## config.mk

```make
export PLATFORM = sky130hd
export DESIGN_NAME = stream_upsize
export DESIGN_NICKNAME = d
export VERILOG_FILES = /design/src/rtl/stream_upsize.sv
export SDC_FILE = /design/constraint.sdc
export NUM_CORES = 1
export LEC_CHECK = 0
export CAP_MARGIN = 20
export CORE_AREA = 5 5 42 44
export DETAILED_ROUTE_END_ITERATION = 8
export DIE_AREA = 0 0 47 49
export PLACE_DENSITY = 0.52
export SLEW_MARGIN = 20
export SYNTH_ARGS = -nofsm -noshare
export SYNTH_HDL_FRONTEND = slang
export SYNTH_SLANG_ARGS = --single-unit
```

## constraint.sdc

```tcl
create_clock -name clk -period 2.49 [get_ports clk]
set_input_delay 0.498 -clock clk [delete_from_list [all_inputs] [get_ports clk]]
set_output_delay 0.498 -clock clk [all_outputs]
set_load 0.02 [all_outputs]
```

## src/rtl/stream_upsize.sv

```systemverilog
// stream_upsize: packs narrow valid/ready beats into wide words of T_DATA_RATIO lanes.
// Lane 0 carries the first beat of each word; a packet ending mid-word is flushed early.
module stream_upsize #(
    parameter int T_DATA_WIDTH = 1,
    parameter int T_DATA_RATIO = 2
) (
    input  logic                    clk,
    input  logic                    rst,
    input  logic [T_DATA_WIDTH-1:0] s_data_i,
    input  logic                    s_last_i,
    input  logic                    s_valid_i,
    output logic                    s_ready_o,
    output logic [T_DATA_WIDTH-1:0] m_data_o [T_DATA_RATIO-1:0],
    output logic [T_DATA_RATIO-1:0] m_keep_o,
    output logic                    m_last_o,
    output logic                    m_valid_o,
    input  logic                    m_ready_i
);

    localparam int CW = (T_DATA_RATIO > 1) ? $clog2(T_DATA_RATIO) : 1;
    localparam logic [CW-1:0] LAST_LANE = CW'(T_DATA_RATIO - 1);

    // Handshake: a transfer happens on a rising edge where valid and ready are both 1;
    // valid never waits for ready, and the output word is held while valid & ~ready.

    logic [T_DATA_WIDTH-1:0] r_acc [T_DATA_RATIO-1:0];
    logic [T_DATA_RATIO-1:0] r_mask;
    logic [CW-1:0]           r_cnt;

    logic [T_DATA_WIDTH-1:0] r_m_data [T_DATA_RATIO-1:0];
    logic [T_DATA_RATIO-1:0] r_m_keep;
    logic                    r_m_last;
    logic                    r_m_valid;

    logic                    w_s_ready;
    logic                    w_s_fire;
    logic                    w_m_fire;
    logic                    w_complete;
    logic [T_DATA_WIDTH-1:0] w_word [T_DATA_RATIO-1:0];
    logic [T_DATA_RATIO-1:0] w_keep;

    assign w_s_ready  = ~r_m_valid | m_ready_i;
    assign w_s_fire   = s_valid_i & w_s_ready;
    assign w_m_fire   = r_m_valid & m_ready_i;
    assign w_complete = (r_cnt == LAST_LANE) | s_last_i;
    assign w_keep     = r_mask | (T_DATA_RATIO'(1) << r_cnt);

    // Lanes below the counter come from the accumulator, the current lane takes
    // the incoming beat and lanes above it are zero-filled.
    always_comb begin
        for (int i = 0; i < T_DATA_RATIO; i++) begin
            w_word[i] = '0;
            if (CW'(i) == r_cnt) begin
                w_word[i] = s_data_i;
            end else if (CW'(i) < r_cnt) begin
                w_word[i] = r_acc[i];
            end
        end
    end

    always_ff @(posedge clk) begin
        if (rst) begin
            r_mask <= '0;
            r_cnt  <= '0;
            for (int i = 0; i < T_DATA_RATIO; i++) begin
                r_acc[i] <= '0;
            end
        end else if (w_s_fire) begin
            if (w_complete) begin
                r_mask <= '0;
                r_cnt  <= '0;
            end else begin
                r_acc[r_cnt] <= s_data_i;
                r_mask       <= w_keep;
                r_cnt        <= r_cnt + CW'(1);
            end
        end
    end

    // A completing beat reloads the output even while the held word drains.
    always_ff @(posedge clk) begin
        if (rst) begin
            r_m_valid <= 1'b0;
            r_m_last  <= 1'b0;
            r_m_keep  <= '0;
            for (int i = 0; i < T_DATA_RATIO; i++) begin
                r_m_data[i] <= '0;
            end
        end else if (w_s_fire && w_complete) begin
            r_m_valid <= 1'b1;
            r_m_last  <= s_last_i;
            r_m_keep  <= w_keep;
            for (int i = 0; i < T_DATA_RATIO; i++) begin
                r_m_data[i] <= w_word[i];
            end
        end else if (w_m_fire) begin
            r_m_valid <= 1'b0;
        end
    end

    assign s_ready_o = w_s_ready;
    assign m_data_o  = r_m_data;
    assign m_keep_o  = r_m_keep;
    assign m_last_o  = r_m_last;
    assign m_valid_o = r_m_valid;

endmodule

```

# Yosys cells after proc, flatten, opt, wreduce, memory -nomap -nowiden
# Memories as Yosys holds them, arrays and structs flattened.
# Index checks and enable logic that the tools add are counted.
totals:
  inputBits: 6
  register_bits: 9
  output_inout_bits: 7
  mem_count: 1
  elab_cells: 38
  mem_bits_rw: 2
classes:
  order_cmp: 2
  bitwise: 6
  reduce_logical: 3
  shifts: 1
  n_addsub: 1
  mux: 17
mem_list:
  columns: ["memory", "words", "width", "rd", "rd_ports_with_merged_regs", "wr", "line_no", "rtl"]
  rows:
  - ["r_acc", 2, 1, 2, 0, 2, "26", "logic [T_DATA_WIDTH-1:0] r_acc [T_DATA_RATIO-1:0];"]
op_table:
  columns: ["operator", "n"]
  rows:
  - ["$mux W1", 16]
  - ["$and A1 B1 Y1", 2]
  - ["$lt A1 B1 Y1 const A", 2]
  - ["$mux W2", 1]
  - ["$or A1 B1 Y1", 2]
  - ["$or A2 B2 Y2", 1]
  - ["$reduce_bool A2 Y1", 1]
  - ["$shl A1 B1 Y2 const A", 1]
  - ["$add A1 B1 Y1 const B", 1]
  - ["$logic_and A1 B1 Y1", 1]
  - ["$not A1 Y1", 1]
  - ["$reduce_or A1 Y1", 1]

# Longest topological paths before layout
logic_depth:
  depth_word: 8
  ltp_mapped: 4
  ltp_nobuf: 4

# Least setup slack after synthesis
# Ideal clock, no wire load.
synth_path:
  kind: "input to output"
  from: "input m_ready_i"
  to: "output s_ready_o"
  n_path_buf: 0
  path_stages: 2
  required_ps: 1992
  setup_slack_ps: 998
  t_arrival_ps: 994
  cell_sequence: "nor2b_1 inv_1"
synth_between:
  elab_chain_cells: 1
synth_lines:
  columns: ["item", "line_no", "rtl"]
  rows:
  - ["from (decl)", "17", "input logic m_ready_i"]
  - ["$or A1 B1 Y1", "42", "assign w_s_ready = ~r_m_valid | m_ready_i;"]
  - ["to (decl)", "12", "output logic s_ready_o,"]
# No other way between the ends.

# Worst setup path in the final report
# Ends and elaborated chain as after synthesis.

==> results_dict.tcl <==
set metrics [dict create \
    ir_worst_vdd_v 0.000285 \
    whs_ns 0.448 \
    synthAdderAreaFrac_pct 0 \
    critPathMaxStageDelay_ns 0.54 \
    insertedDiodeCount 0 \
    finalClockSkew_ns 0.00134 \
    synth-compound-area-share_pct 16.4 \
    vias 339 \
    maxSlewViolCount 0 \
    slowest_stage "clkdlybuf4s50_1" \
    fin_setup_tns_ns 0 \
    worst-path-max-fanout 7 \
    rows 14 \
    grt_usage_pct 7.92 \
    final_cell_mix "clkdlybuf4s50_1, dfxtp_1, inv_1, a21oi_1, clkbuf_4" \
    rsz0062_at_grt "false" \
    worstHoldPathType "flip-flop to flip-flop" \
    period_share_pct 92.5 \
    cp-start-kind "primary input" \
    cp-endpoint "s_ready_o" \
    synth_xor_area_share_pct 0 \
    cts-buffers-inserted 3 \
    ios 13 \
    grt_overflow 0 \
    area_delta_synth_final_pct 47.3 \
    final_util_pct 38.4 \
    timing_worst_setup_path_type "primary input to output port" \
    ys_seq_area_share_pct 52.1 \
    dpl.cell_count 67 \
    crit_family "buffers and inverters" \
    p_per_area_nw_per_um2 610 \
    grt_pass1_vias 321 \
    final_nets 62 \
    drtPass1Iterations 4 \
    drive_gt1_share_pct 16.4 \
    fmax_mhz 434 \
    worstSetupPathDepth 4 \
    muxShareOfSynthArea_pct 3.08 \
    syn_inst 39 \
    die_area_sq_um 2300 \
    layout_commonest_cell "clkdlybuf4s50_1" \
    drt-total-wl_microns 778 \
    cp_common_cell "clkdlybuf4s50_1" \
    cts_root_buffer "clkbuf_4" \
    maxCapViolations 0 \
    core_sq_um 1400 \
    r2r_slack_ns 1.20 \
    status "finished clean" \
    netlist_area_sq_um 365 \
    cp_data_arrival_time_ns 1.81 \
    hold_viol 0 \
    initial_utilization_pct 26.1 \
    worst_r2r_endpoint "r_acc[0]" \
    synthesis.nets 45 \
    yosysUniqueCellTypes 20 \
    cts_setup_buffers 0 \
    fp.dieW_microns 47 \
    grt_antenna_before_repair 0 \
    yosys_warnings 0 \
    slew_headroom_pct 78.0 \
    drt_iter0_markers 14 \
    min_period_ns 2.30 \
    synth_top_family_by_area "simple AND/OR/NAND/NOR gates" \
    grt_max_degree 11 \
    end_kind "output port" \
    r2r_cells 5 \
    routedWlPerCell_microns 11.0 \
    numClockSinks 9 \
    tightest_slew_ns 0.329 \
    grt_pass1_wl_microns 1330 \
    die_y_microns 49 \
    worstPathCellList "clkdlybuf4s50_1 > nor2b_2 > inv_1 > clkdlybuf4s50_1" \
    cp.buffers_inverters 3 \
    htree_num_levels 1 \
    clock_latency_ns 0.26 \
    port-buffer-count 12 \
    ys_ff_latch 9 \
    power_leakage_uw 0.000198 \
    synth_simple_gate_area_share_pct 21.2 \
    clk_pin_slew_ns 0.06 \
    antenna_left 0 \
    fill_cells 165 \
    gp_congestion 0.716 \
    cts_tree "built" \
    clk_path_buf_depth 2 \
    postSynthAreaPerCell_sq_um 9.37 \
    cp-startpoint "m_ready_i" \
    setup_violations 0 \
    hold-path-cell-count 2 \
    drc 0 \
    via_per_inst 4.77 \
    rr_startpoint "m_valid_o" \
    critPathRequiredTime_ns 1.99 \
    fin_cells 71 \
]
[flip-flops by register name, indices dropped and copies added (netlist names)]
name,count
m_last_o,1
r_mask,1
m_valid_o,1
r_cnt,1
m_data_o,2
m_keep_o,2
r_acc,1
[layer usage]
metal / track usage (%) / vias to the layer above / routed length, microns
met5: 0 / - / 0
met4: 1.38 / 0 / 9
met3: 6.27 / 2 / 97
met2: 10.4 / 13 / 342
met1: 10.2 / 153 / 328
li1: - / 171 / -
[Yosys cell counts (all sizes together)]
master,number,share of area (%)
o21ai,1,1.4
a21oi,5,6.8
nand4,1,1.7
nor2b,1,1.7
nand3,2,2.7
and3b,1,2.7
nand2,1,1.0
edfxtp,1,8.2
nor3b,1,2.1
buf,1,1.0
dfxtp,8,44
inv,6,6.2
a211oi,2,4.1
mux2,1,3.1
nor2,1,1.0
nand2b,1,1.7
o31ai,2,4.1
or3,1,3.1
nor4,2,3.4
[metrics by stage]
step / area (sq um) / power [uW] / worst slack (ns)
floorplan: 365 / 192 / 0.998
global placement: 509 / 221 / 0.0710
detailed placement: 509 / 221 / 0.0576
CTS: 536 / 336 / 0.0439
global route: 538 / 349 / 0.0955
finish: 538 / 328 / 0.186
[final cells by class]
class	count	area [sq um]	area share, %
sequential	9	190	35.3
inverter	6	22.5	4.19
multi-input combinational	23	151	28.1
timing repair buffer	13	128	23.7
clock buffer	4	26.3	4.88
tap	16	20.0	3.72
[timing repair]
action	in CTS	in global routing
setup endpoints to repair	0	1
gates resized for setup	0	1
hold buffers	0	0
hold endpoints to repair	0	0
[worst min-delay path: cells and delay by family, from the launching register on]
kind                   cells  cell delay [ns]
AOI/OAI and AO/OA          1             0.05
buffers and inverters      1             0.05
DFF                        1             0.31
[where the power goes]
group	switching, uW	internal [uW]
sequential	4.53	155
combinational	28.2	29.4
clock	48.9	61.6
total	81.7	246
[worst min path at each step]
stage	startpoint	endpoint	slack [ns]
after global routing	m_keep_o[0]	m_keep_o[0]	0.47
after global placement	m_keep_o[0]	m_keep_o[0]	0.44
after floorplan	r_mask[1]	r_mask[1]	0.49
final	m_keep_o[0]	m_keep_o[0]	0.45
after detailed placement	m_keep_o[0]	m_keep_o[0]	0.45
after CTS	m_keep_o[0]	m_keep_o[0]	0.46
[cell families (layout without fill, tap and decap cells)]
| group | count (synthesis) | count (layout) |
|---|---|---|
| AOI/OAI and AO/OA | 10 | 10 |
| buffers and inverters | 7 | 23 |
| DFF | 9 | 9 |
| muxes | 1 | 1 |
| and+or+nand+nor | 12 | 12 |
Note: power is estimated with default switching activity, not from simulation.
